**src/rtl/frog_ctrl.sv**
```systemverilog
// -----------------------------------------------------------------------------
// frog_ctrl
//
// Moves a "frog" sprite around a bounded playfield in response to four
// push-buttons and paces redraw requests to a draw controller at a fixed
// frame rate.
//
// Key presses (rising edges of the synchronised, optionally debounced key
// levels) are held in a one-entry pending-move register.  On each frame tick
// while the draw controller is idle, the pending move is applied to the
// position (clamped to the playfield) and a redraw is requested with go.  go
// stays high until draw_done.  A tick that arrives while a redraw is still
// outstanding sets the sticky overrun flag and leaves position and pending
// move untouched.
//
// Optional build macro: KEY_DEBOUNCE_EN
//   defined   -> each synchronised key must hold a new level for
//                DEBOUNCE_CYCLES consecutive cycles before it is accepted.
//   undefined -> edge detection works directly on the synchroniser output.
//
// Ports
//   clk        in   system clock
//   reset      in   asynchronous active-high reset
//   key_up     in   raw button, asynchronous to clk
//   key_down   in   raw button, asynchronous to clk
//   key_left   in   raw button, asynchronous to clk
//   key_right  in   raw button, asynchronous to clk
//   draw_done  in   one-cycle pulse: frame redraw finished
//   go         out  redraw request (level, high until draw_done)
//   frog_x     out  frog column, 0..MAX_X
//   frog_y     out  frog row, 0..MAX_Y
//   overrun    out  sticky: a frame tick hit while a redraw was pending
// -----------------------------------------------------------------------------
module frog_ctrl #(
    parameter int FRAME_DIV       = 833334,
    parameter int STEP            = 10,
    parameter int MAX_X           = 310,
    parameter int MAX_Y           = 230,
    parameter int START_X         = 150,
    parameter int START_Y         = 230,
    parameter int DEBOUNCE_CYCLES = 500000
) (
    input  logic       clk,
    input  logic       reset,
    input  logic       key_up,
    input  logic       key_down,
    input  logic       key_left,
    input  logic       key_right,
    input  logic       draw_done,
    output logic       go,
    output logic [8:0] frog_x,
    output logic [8:0] frog_y,
    output logic       overrun
);

    localparam int CNT_W = $clog2(FRAME_DIV + 1);

    // Move direction encoding used by the pending register.
    localparam logic [1:0] DIR_UP    = 2'd0;
    localparam logic [1:0] DIR_DOWN  = 2'd1;
    localparam logic [1:0] DIR_LEFT  = 2'd2;
    localparam logic [1:0] DIR_RIGHT = 2'd3;

    typedef enum logic {
        S_IDLE,
        S_REQ
    } state_t;

    // ------------------------------------------------------------------
    // Key conditioning: bit 3 = up, 2 = down, 1 = left, 0 = right
    // ------------------------------------------------------------------
    logic [3:0] key_raw;
    logic [3:0] key_level;
    logic [3:0] key_level_prev_reg;
    logic [3:0] press;

    assign key_raw = {key_up, key_down, key_left, key_right};

    genvar gi;
    generate
        for (gi = 0; gi < 4; gi++) begin : g_key
            logic sync1_reg;
            logic sync2_reg;

            always_ff @(posedge clk or posedge reset) begin
                if (reset) begin
                    sync1_reg <= 1'b0;
                    sync2_reg <= 1'b0;
                end else begin
                    sync1_reg <= key_raw[gi];
                    sync2_reg <= sync1_reg;
                end
            end

`ifdef KEY_DEBOUNCE_EN
            localparam int DB_W = $clog2(DEBOUNCE_CYCLES + 1);

            logic [DB_W-1:0] db_cnt_reg;
            logic            db_level_reg;

            // Count consecutive cycles the synchronised key disagrees with
            // the accepted level; accept it once it has disagreed for
            // DEBOUNCE_CYCLES cycles in a row.  Any agreement restarts the run.
            always_ff @(posedge clk or posedge reset) begin
                if (reset) begin
                    db_cnt_reg   <= '0;
                    db_level_reg <= 1'b0;
                end else if (sync2_reg == db_level_reg) begin
                    db_cnt_reg <= '0;
                end else if (db_cnt_reg == DB_W'(DEBOUNCE_CYCLES - 1)) begin
                    db_cnt_reg   <= '0;
                    db_level_reg <= sync2_reg;
                end else begin
                    db_cnt_reg <= db_cnt_reg + 1'b1;
                end
            end

            assign key_level[gi] = db_level_reg;
`else
            assign key_level[gi] = sync2_reg;
`endif

            assign press[gi] = key_level[gi] & ~key_level_prev_reg[gi];
        end
    endgenerate

    always_ff @(posedge clk or posedge reset) begin
        if (reset) begin
            key_level_prev_reg <= '0;
        end else begin
            key_level_prev_reg <= key_level;
        end
    end

    // Simultaneous presses resolve up > down > left > right.
    logic       press_any;
    logic [1:0] press_dir;

    assign press_any = |press;

    always_comb begin
        press_dir = DIR_RIGHT;
        if (press[3]) begin
            press_dir = DIR_UP;
        end else if (press[2]) begin
            press_dir = DIR_DOWN;
        end else if (press[1]) begin
            press_dir = DIR_LEFT;
        end
    end

    // ------------------------------------------------------------------
    // Frame tick
    // ------------------------------------------------------------------
    logic [CNT_W-1:0] frame_cnt_reg;
    logic             tick;

    assign tick = (frame_cnt_reg == CNT_W'(FRAME_DIV - 1));

    always_ff @(posedge clk or posedge reset) begin
        if (reset) begin
            frame_cnt_reg <= '0;
        end else if (tick) begin
            frame_cnt_reg <= '0;
        end else begin
            frame_cnt_reg <= frame_cnt_reg + 1'b1;
        end
    end

    // ------------------------------------------------------------------
    // Clamped move arithmetic (10 bits so y + STEP cannot wrap)
    // ------------------------------------------------------------------
    logic       pend_valid_reg, pend_valid_next;
    logic [1:0] pend_dir_reg, pend_dir_next;
    logic       move_valid;
    logic [1:0] move_dir;
    logic [8:0] x_reg, x_next, x_moved;
    logic [8:0] y_reg, y_next, y_moved;
    logic [9:0] x_wide, y_wide, step_w, max_x_w, max_y_w;

    // A press landing on the tick cycle is newer than the pending entry.
    assign move_valid = press_any | pend_valid_reg;
    assign move_dir   = press_any ? press_dir : pend_dir_reg;

    assign x_wide  = {1'b0, x_reg};
    assign y_wide  = {1'b0, y_reg};
    assign step_w  = 10'(STEP);
    assign max_x_w = 10'(MAX_X);
    assign max_y_w = 10'(MAX_Y);

    always_comb begin
        x_moved = x_reg;
        y_moved = y_reg;
        case (move_dir)
            DIR_UP:    y_moved = (y_wide < step_w) ? 9'd0 : 9'(y_wide - step_w);
            DIR_DOWN:  y_moved = (y_wide + step_w > max_y_w) ? 9'(max_y_w) : 9'(y_wide + step_w);
            DIR_LEFT:  x_moved = (x_wide < step_w) ? 9'd0 : 9'(x_wide - step_w);
            default:   x_moved = (x_wide + step_w > max_x_w) ? 9'(max_x_w) : 9'(x_wide + step_w);
        endcase
    end

    // ------------------------------------------------------------------
    // Redraw handshake FSM
    // ------------------------------------------------------------------
    state_t state_reg, state_next;
    logic   overrun_reg, overrun_next;

    always_ff @(posedge clk or posedge reset) begin
        if (reset) begin
            state_reg      <= S_IDLE;
            x_reg          <= 9'(START_X);
            y_reg          <= 9'(START_Y);
            pend_valid_reg <= 1'b0;
            pend_dir_reg   <= DIR_UP;
            overrun_reg    <= 1'b0;
        end else begin
            state_reg      <= state_next;
            x_reg          <= x_next;
            y_reg          <= y_next;
            pend_valid_reg <= pend_valid_next;
            pend_dir_reg   <= pend_dir_next;
            overrun_reg    <= overrun_next;
        end
    end

    always_comb begin
        state_next      = state_reg;
        x_next          = x_reg;
        y_next          = y_reg;
        pend_valid_next = pend_valid_reg;
        pend_dir_next   = pend_dir_reg;
        overrun_next    = overrun_reg;
        go              = 1'b0;

        // Latest press always wins the pending slot.
        if (press_any) begin
            pend_valid_next = 1'b1;
            pend_dir_next   = press_dir;
        end

        case (state_reg)
            S_IDLE: begin
                if (tick) begin
                    if (move_valid) begin
                        x_next = x_moved;
                        y_next = y_moved;
                    end
                    pend_valid_next = 1'b0;
                    state_next      = S_REQ;
                end
            end
            default: begin
                go = 1'b1;
                if (tick) begin
                    overrun_next = 1'b1;
                end
                if (draw_done) begin
                    state_next = S_IDLE;
                end
            end
        endcase
    end

    assign frog_x  = x_reg;
    assign frog_y  = y_reg;
    assign overrun = overrun_reg;

endmodule

```
**config.mk**
```make
export PLATFORM = sky130hd
export DESIGN_NAME = frog_ctrl
export DESIGN_NICKNAME = d
export VERILOG_FILES = /design/src/rtl/frog_ctrl.sv
export SDC_FILE = /design/constraint.sdc
export NUM_CORES = 1
export LEC_CHECK = 0
export ABC_CLOCK_PERIOD_IN_PS = 3300
export CORE_UTILIZATION = 40
export CTS_CLUSTER_DIAMETER = 200
export DETAILED_ROUTE_END_ITERATION = 8
export MAX_ROUTING_LAYER = met4
export PLACE_DENSITY = 0.67
export SLEW_MARGIN = 30
export SYNTH_ARGS = -nofsm -noshare
export SYNTH_HDL_FRONTEND = slang
export SYNTH_SLANG_ARGS = --single-unit
```
**constraint.sdc**
```tcl
create_clock -name clk -period 3.3 [get_ports clk]
set_input_delay 0.66 -clock clk [delete_from_list [all_inputs] [get_ports clk]]
set_output_delay 0.66 -clock clk [all_outputs]
set_load 0.03 [all_outputs]
```
==> qor.txt <==
Slowest cell on crit path - or4_1
CP max stage delay - 0.50 ns
WP data arrival - 2.77 ns
top-area cell type share of the netlist area - 35.8%
final cell utilization of the core - 48.0%
Post CTS Setup Buffer Count - 0
number of max-cap violations - 0
clk_lat worst skew - 0.31 ns
largest family of logic cells by synthesized area - simple AND/OR/NAND/NOR gates
Register-to-Register Path Depth - 6
crit-path max FO - 9
outcome - finished, final reports clean
fraction of the mapped netlist area in adder cells - 2.44%
Overall Global Routing Usage - 18.2%
met2 GRT Util - 28.7%
Hold EP - g_key[2].sync2_reg
pwr/cell area - 343 nW/um^2
Crit. End Element - flop
GPL Wtd Cong - 0.858
worst hold margin - 0.363 ns
Buf+Inv Stages, Crit Path - 1
syn_area_per_cell - 9.04 um^2
antenna viol nets, final - 0
first-pass GRT wire length - 11,100 um
CTS Buffer Depth - 2
sequential share of the synthesized area - 43.5%
DRT Wirelength - 6550 um
Vias/cell - 5.59
Largest register FFs - 20
row cnt - 31
non-filler cells, final - 464
Worst Hold Class - reg2reg
initial antenna violation count - 0
Final HPWL DP - 4610 um
dpl cells - 456
#FFs+latches synth - 53
drt initial violations - 167
Post-synth EDFFs - 0
cts bufs inserted - 5
number of fill cells - 705
met1 Track Usage GR - 25.1%
WS Path Type - reg2reg
Hold Crit Depth - 0
Setup TNS Final - 0 ns
Die Area - 8040 um^2
CTS root buffer - clkbuf_8
worst vdd ir - 0.264 mV
GR Util met3 - 2.83%
clock sinks - 53
kind of start point of the critical path - flop
core area - 7330 um^2
Slew Viols, Final - 0
DRC - 0
grt ovf - 0
largest net degree at the start of global routing - 54
Worst Hold Launch - g_key[2].sync1_reg
Setup violations, final - 0
nets - 377
routed len/inst - 14.1 um
Syn Std Cell Area - 3070 um^2
top_reg_cell synth - dfrtp_1
asr flop ratio synth - 100%
R2R setup slack - 0.77 ns
H-tree depth - 2
Pleak - 1.41 nW
CP Cell Sequence - or4_1 > nor4_1 > o2111ai_1 > inv_1 > o221ai_1 > a32oi_1
top cells by area, synth - dfrtp_1, dfstp_2, nor2_1
I/O pins - 27
fin crit period - 2.53 ns
critical path's top delay family - simple AND/OR/NAND/NOR gates
Synth Area in XOR/XNOR - 5.42%
IO buf count - 24
post-synthesis cell type count - 63
diode count - 0
Fin. Hold Viols - 0
Post-CTS Resized - 0
area growth from synthesis to layout - 14.6%
Yosys warnings - 0
Syn Inst Count - 340
routed vias - 2,596
Initial Utilization - 41.9%
Simple-Gate Fraction of Synth Area - 24.6%
share of post-route cells with drive strength above 1 - 7.95%
Synth Area in Compound Gates - 18.5%
vias in the first global route - 2,381
Worst R2R End - frog_y[7]
Critical Path RT - 3.54 ns
multiplexer share of the synthesized area - 0.651%
Power Total - 1.21 mW
Achievable Freq - 396 MHz
RR Startpoint - frame_cnt_reg[11]
area of the multi-input gates - 1590 um^2
Final Cycle Share - 76.6%
largest area contributor in the netlist - dfrtp_1
grt peak-use layer - met2
clk_skew - 0.0107 ns
RSZ-0062 raised after global routing - false
TritonRoute pass-1 iters - 5
Register Area - 1340 um^2
hold_buf cts - 0
Slew HR - 50.0%
Clock transition at path regs - 0.11 ns
CTS tree - yes
die height - 89.7 um
slew of the pin with the lowest slew margin - 0.749 ns
chip width - 89.7 um
-- Yosys cell counts, types with 3 or more instances --
cell,n
nor4_1,4
nor4b_1,3
nor3b_1,5
or3_1,3
xnor2_1,9
a21oi_1,11
and2_1,5
a31oi_1,3
dfrtp_1,44
nand3_1,13
dfstp_2,9
o211ai_1,5
nand2b_1,7
clkbuf_1,6
o21a_1,3
inv_1,23
nand4_1,3
nor2b_1,7
ha_1,6
nor3_1,10
o32a_1,3
o22ai_1,4
o21ai_0,16
o211a_1,3
xor2_1,10
or4_1,3
a21o_1,3
nand3b_1,3
o32ai_1,3
nand2_1,33
nor2_1,38
-- layout by cell type, fill, tap and decap left out, types with 3 or more instances in the layout --
master           Yosys  routed
a21o_1               3       3
a21oi_1             11      11
a31oi_1              3       3
and2_1               5       5
buf_4                2       3
clkbuf_8             0       5
clkdlybuf4s50_1      0      24
dfrtp_1             44      44
dfstp_2              9       9
ha_1                 6       6
inv_1               23      22
nand2_1             33      33
nand2b_1             7       7
nand3_1             13      13
nand3b_1             3       3
nand4_1              3       3
nor2_1              38      38
nor2b_1              7       7
nor3_1              10      10
nor3b_1              5       5
nor4_1               4       4
nor4b_1              3       3
o211a_1              3       3
o211ai_1             5       5
o21a_1               3       3
o21ai_0             16      16
o22ai_1              4       4
o32a_1               3       3
o32ai_1              3       3
or3_1                3       3
or4_1                3       3
xnor2_1              9       9
xor2_1              10      10
-- worst max path at each step --
| stage | start | end | cells past startpoint |
|---|---|---|---|
| final | frame_cnt_reg[11] | frog_y[7] | 6 |
| after global routing | frame_cnt_reg[11] | frog_y[7] | 6 |
| after CTS | frog_y[2] | frog_y[4] | 7 |
| after detailed placement | frog_y[2] | frog_y[4] | 7 |
| after global placement | frame_cnt_reg[11] | frog_y[6] | 6 |
| after floorplan | frog_y[2] | frog_y[4] | 7 |
-- layer usage --
layer / vias up / part of all wire [%]
met5: - / 0
met4: 0 / 0.12
met3: 2 / 4.7
met2: 81 / 47
met1: 1248 / 48
li1: 1265 / -
-- logic make-up after synthesis --
logic type	after synthesis
DFF	53
and+or+nand+nor	147
buffers and inverters	34
other	1
muxes	2
xor gates and xnor gates	19
adders and majority gates	6
AOI/OAI and AO/OA	78
-- report_power, final --
group	internal (mW)	switching [mW]	leakage (nW)	total, mW
sequential	0.660	0.00578	0.657	0.666
combinational	0.0225	0.0475	0.695	0.0700
clock	0.232	0.239	0.0591	0.471
-- per-stage QoR --
stage,instance area (um^2),worst slack [ns]
after global routing,3520,0.516
after CTS,3520,0.794
final,3520,0.773
after floorplan,3080,0.967
after global placement,3400,0.876
after detailed placement,3400,0.828
-- cell type report --
cell class                 instances  share of cell area, %
clock inverter                     3                   1.35
timing repair buffer              27                   7.46
clock buffer                       5                   1.95
inverter                          23                   2.45
sequential                        53                   38.0
tap                               99                   3.52
multi-input combinational        254                   45.3
Note: power is estimated with default switching activity, not from simulation.
